[config.mk]
export PLATFORM = sky130hd
export DESIGN_NAME = gaussian_eq_scoreboard
export DESIGN_NICKNAME = d
export VERILOG_FILES = /design/src/rtl/gaussian_eq_pkg.sv /design/src/rtl/eq_stream_fifo.sv /design/src/rtl/gaussian_eq_scoreboard.sv
export SDC_FILE = /design/constraint.sdc
export NUM_CORES = 1
export LEC_CHECK = 0
export CAP_MARGIN = 15
export CORE_MARGIN = 2
export CORE_UTILIZATION = 30
export DETAILED_ROUTE_END_ITERATION = 8
export GPL_TIMING_DRIVEN = 0
export PLACE_DENSITY = 0.49
export SYNTH_ARGS = -nofsm -noshare
export SYNTH_HDL_FRONTEND = slang
export SYNTH_SLANG_ARGS = --single-unit
[constraint.sdc]
create_clock -name clk -period 5.1 [get_ports clk]
set_clock_uncertainty 0.2 [all_clocks]
set_input_delay 0.765 -clock clk [delete_from_list [all_inputs] [get_ports clk]]
set_output_delay 0.765 -clock clk [all_outputs]
set_load 0.03 [all_outputs]
[src/rtl/gaussian_eq_pkg.sv]
// Shared constants for the Gaussian ILA/HLS equivalence scoreboard.
package gaussian_eq_pkg;

  localparam int unsigned PIX_W          = 8;
  localparam int unsigned DEF_NUM_PIXELS = 307200;
  localparam int unsigned DEF_CNT_W      = 19;
  localparam int unsigned DEF_TIMEOUT    = 1024;

  typedef logic [1:0] state_t;

  localparam state_t ST_IDLE = 2'd0;
  localparam state_t ST_RUN  = 2'd1;
  localparam state_t ST_PASS = 2'd2;
  localparam state_t ST_FAIL = 2'd3;

endpackage

[src/rtl/eq_stream_fifo.sv]
// Synchronous, non-fall-through pixel FIFO with a synchronous clear.
module eq_stream_fifo
  import gaussian_eq_pkg::*;
#(
  parameter int unsigned DEPTH = 16
) (
  input  logic             clk,
  input  logic             rst,
  input  logic             clr,
  input  logic             push,
  input  logic [PIX_W-1:0] din,
  input  logic             pop,
  output logic [PIX_W-1:0] dout,
  output logic             full,
  output logic             empty
);

  localparam int unsigned AW = $clog2(DEPTH);

  logic [PIX_W-1:0] r_mem [DEPTH];
  logic [AW-1:0]    r_wptr;
  logic [AW-1:0]    r_rptr;
  logic [AW:0]      r_cnt;
  logic             w_push;
  logic             w_pop;

  assign w_push = push & ~full;
  assign w_pop  = pop & ~empty;
  assign full   = (r_cnt == (AW+1)'(DEPTH));
  assign empty  = (r_cnt == '0);
  assign dout   = r_mem[r_rptr];

  always_ff @(posedge clk or posedge rst) begin
    if (rst) begin
      r_wptr <= '0;
      r_rptr <= '0;
      r_cnt  <= '0;
    end else if (clr) begin
      r_wptr <= '0;
      r_rptr <= '0;
      r_cnt  <= '0;
    end else begin
      if (w_push) r_wptr <= r_wptr + AW'(1);
      if (w_pop)  r_rptr <= r_rptr + AW'(1);
      r_cnt <= r_cnt + (AW+1)'(w_push) - (AW+1)'(w_pop);
    end
  end

  // Storage needs no reset; occupancy alone defines validity.
  always_ff @(posedge clk) begin
    if (w_push) r_mem[r_wptr] <= din;
  end

endmodule

[src/rtl/gaussian_eq_scoreboard.sv]
// Compares ILA and HLS pixel streams in order; reports pass, first mismatch or stall.
module gaussian_eq_scoreboard
  import gaussian_eq_pkg::*;
#(
  parameter int unsigned DEPTH      = 16,
  parameter int unsigned NUM_PIXELS = DEF_NUM_PIXELS,
  parameter int unsigned CNT_W      = DEF_CNT_W,
  parameter int unsigned TIMEOUT    = DEF_TIMEOUT
) (
  input  logic             clk,
  input  logic             rst,
  input  logic             start,
  input  logic [PIX_W-1:0] ila_TDATA,
  input  logic             ila_TVALID,
  output logic             ila_TREADY,
  input  logic [PIX_W-1:0] hls_TDATA,
  input  logic             hls_TVALID,
  output logic             hls_TREADY,
  output logic             busy,
  output logic             done,
  output logic             mismatch,
  output logic             stall_err,
  output logic [CNT_W-1:0] fail_idx,
  output logic [PIX_W-1:0] fail_ila,
  output logic [PIX_W-1:0] fail_hls,
  output logic [CNT_W-1:0] cmp_cnt
);

  localparam int unsigned STALL_W = $clog2(TIMEOUT + 1);

  state_t             r_state;
  logic [CNT_W-1:0]   r_cmp_cnt;
  logic [STALL_W-1:0] r_stall;
  logic               r_done;
  logic               r_mismatch;
  logic               r_stall_err;
  logic [CNT_W-1:0]   r_fail_idx;
  logic [PIX_W-1:0]   r_fail_ila;
  logic [PIX_W-1:0]   r_fail_hls;

  logic               w_run;
  logic               w_clr;
  logic               w_pop;
  logic               w_one_sided;
  logic               w_ila_full, w_ila_empty, w_hls_full, w_hls_empty;
  logic [PIX_W-1:0]   w_ila_dout, w_hls_dout;
  logic [CNT_W-1:0]   w_cnt_nxt;
  logic [STALL_W-1:0] w_stall_nxt;

  assign w_run       = (r_state == ST_RUN);
  assign w_clr       = ~w_run & start;
  assign ila_TREADY  = w_run & ~w_ila_full;
  assign hls_TREADY  = w_run & ~w_hls_full;
  assign w_pop       = w_run & ~w_ila_empty & ~w_hls_empty;
  assign w_one_sided = w_run & (w_ila_empty ^ w_hls_empty);
  assign w_cnt_nxt   = r_cmp_cnt + CNT_W'(1);
  assign w_stall_nxt = r_stall + STALL_W'(1);

  eq_stream_fifo #(.DEPTH(DEPTH)) u_ila_fifo (
    .clk   (clk),
    .rst   (rst),
    .clr   (w_clr),
    .push  (ila_TVALID & ila_TREADY),
    .din   (ila_TDATA),
    .pop   (w_pop),
    .dout  (w_ila_dout),
    .full  (w_ila_full),
    .empty (w_ila_empty)
  );

  eq_stream_fifo #(.DEPTH(DEPTH)) u_hls_fifo (
    .clk   (clk),
    .rst   (rst),
    .clr   (w_clr),
    .push  (hls_TVALID & hls_TREADY),
    .din   (hls_TDATA),
    .pop   (w_pop),
    .dout  (w_hls_dout),
    .full  (w_hls_full),
    .empty (w_hls_empty)
  );

  always_ff @(posedge clk or posedge rst) begin
    if (rst) begin
      r_state     <= ST_IDLE;
      r_cmp_cnt   <= '0;
      r_stall     <= '0;
      r_done      <= 1'b0;
      r_mismatch  <= 1'b0;
      r_stall_err <= 1'b0;
      r_fail_idx  <= '0;
      r_fail_ila  <= '0;
      r_fail_hls  <= '0;
    end else if (w_run) begin
      r_stall <= w_one_sided ? w_stall_nxt : '0;
      if (w_pop) begin
        if (w_ila_dout == w_hls_dout) begin
          r_cmp_cnt <= w_cnt_nxt;
          if (w_cnt_nxt == CNT_W'(NUM_PIXELS)) begin
            r_done  <= 1'b1;
            r_state <= ST_PASS;
          end
        end else begin
          r_mismatch <= 1'b1;
          r_fail_idx <= r_cmp_cnt;
          r_fail_ila <= w_ila_dout;
          r_fail_hls <= w_hls_dout;
          r_state    <= ST_FAIL;
        end
      end else if (w_one_sided && (w_stall_nxt == STALL_W'(TIMEOUT))) begin
        r_stall_err <= 1'b1;
        r_state     <= ST_FAIL;
      end
    end else begin
      // IDLE, PASS and FAIL all re-arm on start.
      r_stall <= '0;
      if (start) begin
        r_state     <= ST_RUN;
        r_cmp_cnt   <= '0;
        r_done      <= 1'b0;
        r_mismatch  <= 1'b0;
        r_stall_err <= 1'b0;
        r_fail_idx  <= '0;
        r_fail_ila  <= '0;
        r_fail_hls  <= '0;
      end
    end
  end

  assign busy      = w_run;
  assign done      = r_done;
  assign mismatch  = r_mismatch;
  assign stall_err = r_stall_err;
  assign fail_idx  = r_fail_idx;
  assign fail_ila  = r_fail_ila;
  assign fail_hls  = r_fail_hls;
  assign cmp_cnt   = r_cmp_cnt;

endmodule

==> metrics <==
routed vias 8961; Starting Density 30.3%; DR top layer met4; CP Class flip-flop to flip-flop; Register-to-Register Setup Slack 0.58 ns; CTS resizes 0; DIE WIDTH 229 µm; I/O pin cnt 81; fill cell count 4819; f_max between 200 and 250 MHz; hold buffer count at CTS 0; WL met3 1520 µm; combinational group share of total power about a third; placed cell count about 1.8k; Ys Warns 0; Startpoint Class flip-flop; DRC viols 0; number of enable flip-flop cells after synthesis approximately 260; first-pass GRT wire length a little under 60000 µm; antenna-violating nets left 0; sequential fraction of design power 36.9%; largest net degree at the start of global routing between 50 and 60; Clock Pin Slew Worst Setup and Hold Paths approximately 0.06 ns; min cycle time layout 4.52 ns; HP Start mismatch; First-pass DRT Iterations 7; CP arrival 4.78 ns; CTS tree built; WHS around 0.28 ns; PortBufs 80; status completed; CP delay by family, top simple AND/OR/NAND/NOR gates; Syn Inst Count 1028; ys async rst share 27.3%; ANT cells 0; vias per cell 4.84; Final HPWL DP roughly 26000 µm; R2R Path End fail_ila[3]; Final Hold Vio Count 0; Sw Share 34.7%; final setup fails 0; Total Wirelength 38400 µm; Peak VDD IR approximately 0.21 mV; Metal-1 WL 17500 µm; die area 0.0523 mm²; r2r startpoint u_hls_fifo.r_rptr[1]; Synth Flop Type edfxtp_1; max-cap viol count 0; clock group share of total power 29.4%; fin crit share 88.6%; Post-CTS Setup Inserts 0; final net count 1200; gp weighted congestion 0.784; GRT Total Usage 14.8%; Hold Crit Endpoint mismatch; slowest CP cell nor4_1; Cell variety after synth between 50 and 60; Hold WC Path Type flip-flop to flip-flop; CTS root buf clkbuf_16; Max Root-Sink Buffers 3; Slew Viols, Final 0; Crit. End Element flip-flop; RSZ-0062 raised after global routing false; clock sinks 352; syn nets around 1.1k; First DRT Iteration DRCs 651; fin cells 1852; Seq/Total Area, Yosys roughly two thirds; Power, Total 9380 µW; worst slew pin tran about 1.2 ns; chip height between 200 and 250 µm; share of cells above drive strength 1 11.8%; WL met2 18500 µm; R2R depth 10; Crit Path Max Fanout 10; num rows 82; vias in the first global route 9274; CTS Buf Count 41; Cell Area, Synth between 0.015 and 0.02 mm²; Internal between 6000 and 7000 µW; H-tree depth 2; PwrDens about 520 mW/mm²; core area 0.0500 mm²; worst rel slew slack 22.1%; CP bufs+invs 3; synthesized flop and latch total 352; CP cell instances buf_1 -> mux4_2 -> a22oi_1 -> nand3_1 -> xor2_1 -> nor4_1 -> a21oi_1 -> buf_2 -> clkbuf_1 -> o22ai_1; Leak 0.00637 µW; gr ovfl total 0; Critical Path RT about 5.4 ns; WHS Path Cells 1; initial antenna violation count 0; Net Sw Power 3250 µW; drt wl/cell 20.7 µm; Worst-Skew Late Latency 0.56 ns; synthesized area per cell 14.7 µm²; CP max stage delay between 0.9 and 1 ns; Layout area overhead 19.2%
==> power by group through the flow <==
stage / Clock (µW) / Sequential [µW] / Combinational, µW
4_1_cts: 2830 / 3470 / 3200
3_5_place_dp: 0 / 3530 / 3190
6_report: 2760 / 3470 / 3160
3_3_place_gp: 0 / 3520 / 3150
2_1_floorplan: 0 / 3580 / 2040
5_1_grt: 2940 / 3490 / 3450
==> per-stage QoR <==
stage | setup TNS, ns | utilization, % | cell area (µm²) | setup WS, ns
final | 0 | 36.1 | 18100 | 0.579
after global routing | 0 | 36.1 | 18100 | 0.343
after CTS | 0 | 36.1 | 18100 | 0.573
after detailed placement | 0 | 33.7 | 16800 | 0.624
after global placement | -18.88 | 33.6 | 16800 | -0.207
after floorplan | 0 | - | 15100 | 1.50
==> layout make-up <==
type                    count  area (µm²)  area share, %
well taps                 672         841           4.66
plain buffers              46         239           1.32
repair buffers             81         828           4.59
clock inverters            17         145          0.804
inverters                  38         145          0.804
clock buffers              54        1080           6.01
flip-flops and latches    352       10100           55.9
multi-input cells         592        4680           25.9
==> cell usage after synthesis, types with 6 or more instances <==
library cell / count / share of area, %
a221oi_1: 12 / 0.69
buf_2: 11 / 0.36
and2_1: 40 / 1.7
nand2_1: 116 / 2.9
xnor2_1: 8 / 0.46
dfrtp_1: 96 / 16
xor2_1: 24 / 1.4
nor2_1: 41 / 1.0
mux4_2: 54 / 8.0
a22oi_1: 12 / 0.59
and3_1: 8 / 0.33
ha_1: 25 / 2.1
mux2i_1: 43 / 2.8
nand3_1: 38 / 1.3
nor2b_1: 10 / 0.41
inv_1: 35 / 0.87
a21oi_1: 15 / 0.50
o21ai_0: 23 / 0.76
o22ai_1: 25 / 1.0
a21o_1: 9 / 0.45
clkbuf_1: 23 / 0.57
nand4_1: 11 / 0.45
edfxtp_1: 256 / 51
o21ai_1: 6 / 0.20
mux2_2: 6 / 0.45
nor3_1: 9 / 0.30
==> how the worst max path moves through the flow <==
| stage | start | endpoint | slack (ns) | cells past startpoint |
|---|---|---|---|---|
| 3_5_place_dp | u_ila_fifo.r_rptr[1] | cmp_cnt[3] | 0.62 | 11 |
| 4_1_cts | u_hls_fifo.r_rptr[1] | cmp_cnt[3] | 0.57 | 11 |
| 3_3_place_gp | rst | fail_idx[13] | -0.21 | 2 |
| 2_1_floorplan | u_hls_fifo.r_cnt[3] | u_hls_fifo.r_cnt[4] | 1.50 | 15 |
| 5_1_grt | u_hls_fifo.r_rptr[1] | fail_ila[3] | 0.34 | 10 |
| 6_report | u_hls_fifo.r_rptr[1] | fail_ila[3] | 0.58 | 10 |
==> layout by cell type (no fill, tap or decap), types with 10 or more instances in the layout <==
cell,count
ha_1,25
nand4_1,11
clkbuf_1,35
nand2_1,116
nor2_1,41
mux4_2,54
inv_1,34
xor2_1,24
edfxtp_1,256
a221oi_1,12
a22oi_1,12
a21oi_1,15
buf_2,11
clkbuf_16,41
nand3_1,38
o21ai_0,23
clkdlybuf4s50_1,80
dfrtp_1,96
nor2b_1,10
mux2i_1,43
and2_1,40
o22ai_1,25
==> cells by family after synthesis <==
group	share of synthesized area, %
multiplexers	11.3
flip-flops	66.6
XOR/XNOR	1.85
AO/OA/AOI/OAI	5.57
buffers and inverters	2.52
adder cells (fa/ha/maj)	2.33
AND/OR/NAND/NOR	9.82
==> per-layer routing <==
layer  vias up  track usage, %
met3        47            2.50
met2       181            24.3
met1      4587            19.8
li1       4146               -
met4         0            5.02
met5         -               0
==> flip-flops by register name, indices dropped and copies added, names as in the netlist, 2 cells and up <==
name               count
u_hls_fifo.r_cnt       5
u_ila_fifo.r_mem     128
r_state                2
u_ila_fifo.r_wptr      4
fail_idx              19
cmp_cnt               19
u_ila_fifo.r_rptr      4
fail_hls               8
u_hls_fifo.r_rptr      4
u_hls_fifo.r_mem     128
u_ila_fifo.r_cnt       5
u_hls_fifo.r_wptr      4
fail_ila               8
r_stall               11
Power figures use the tool's default switching activity.
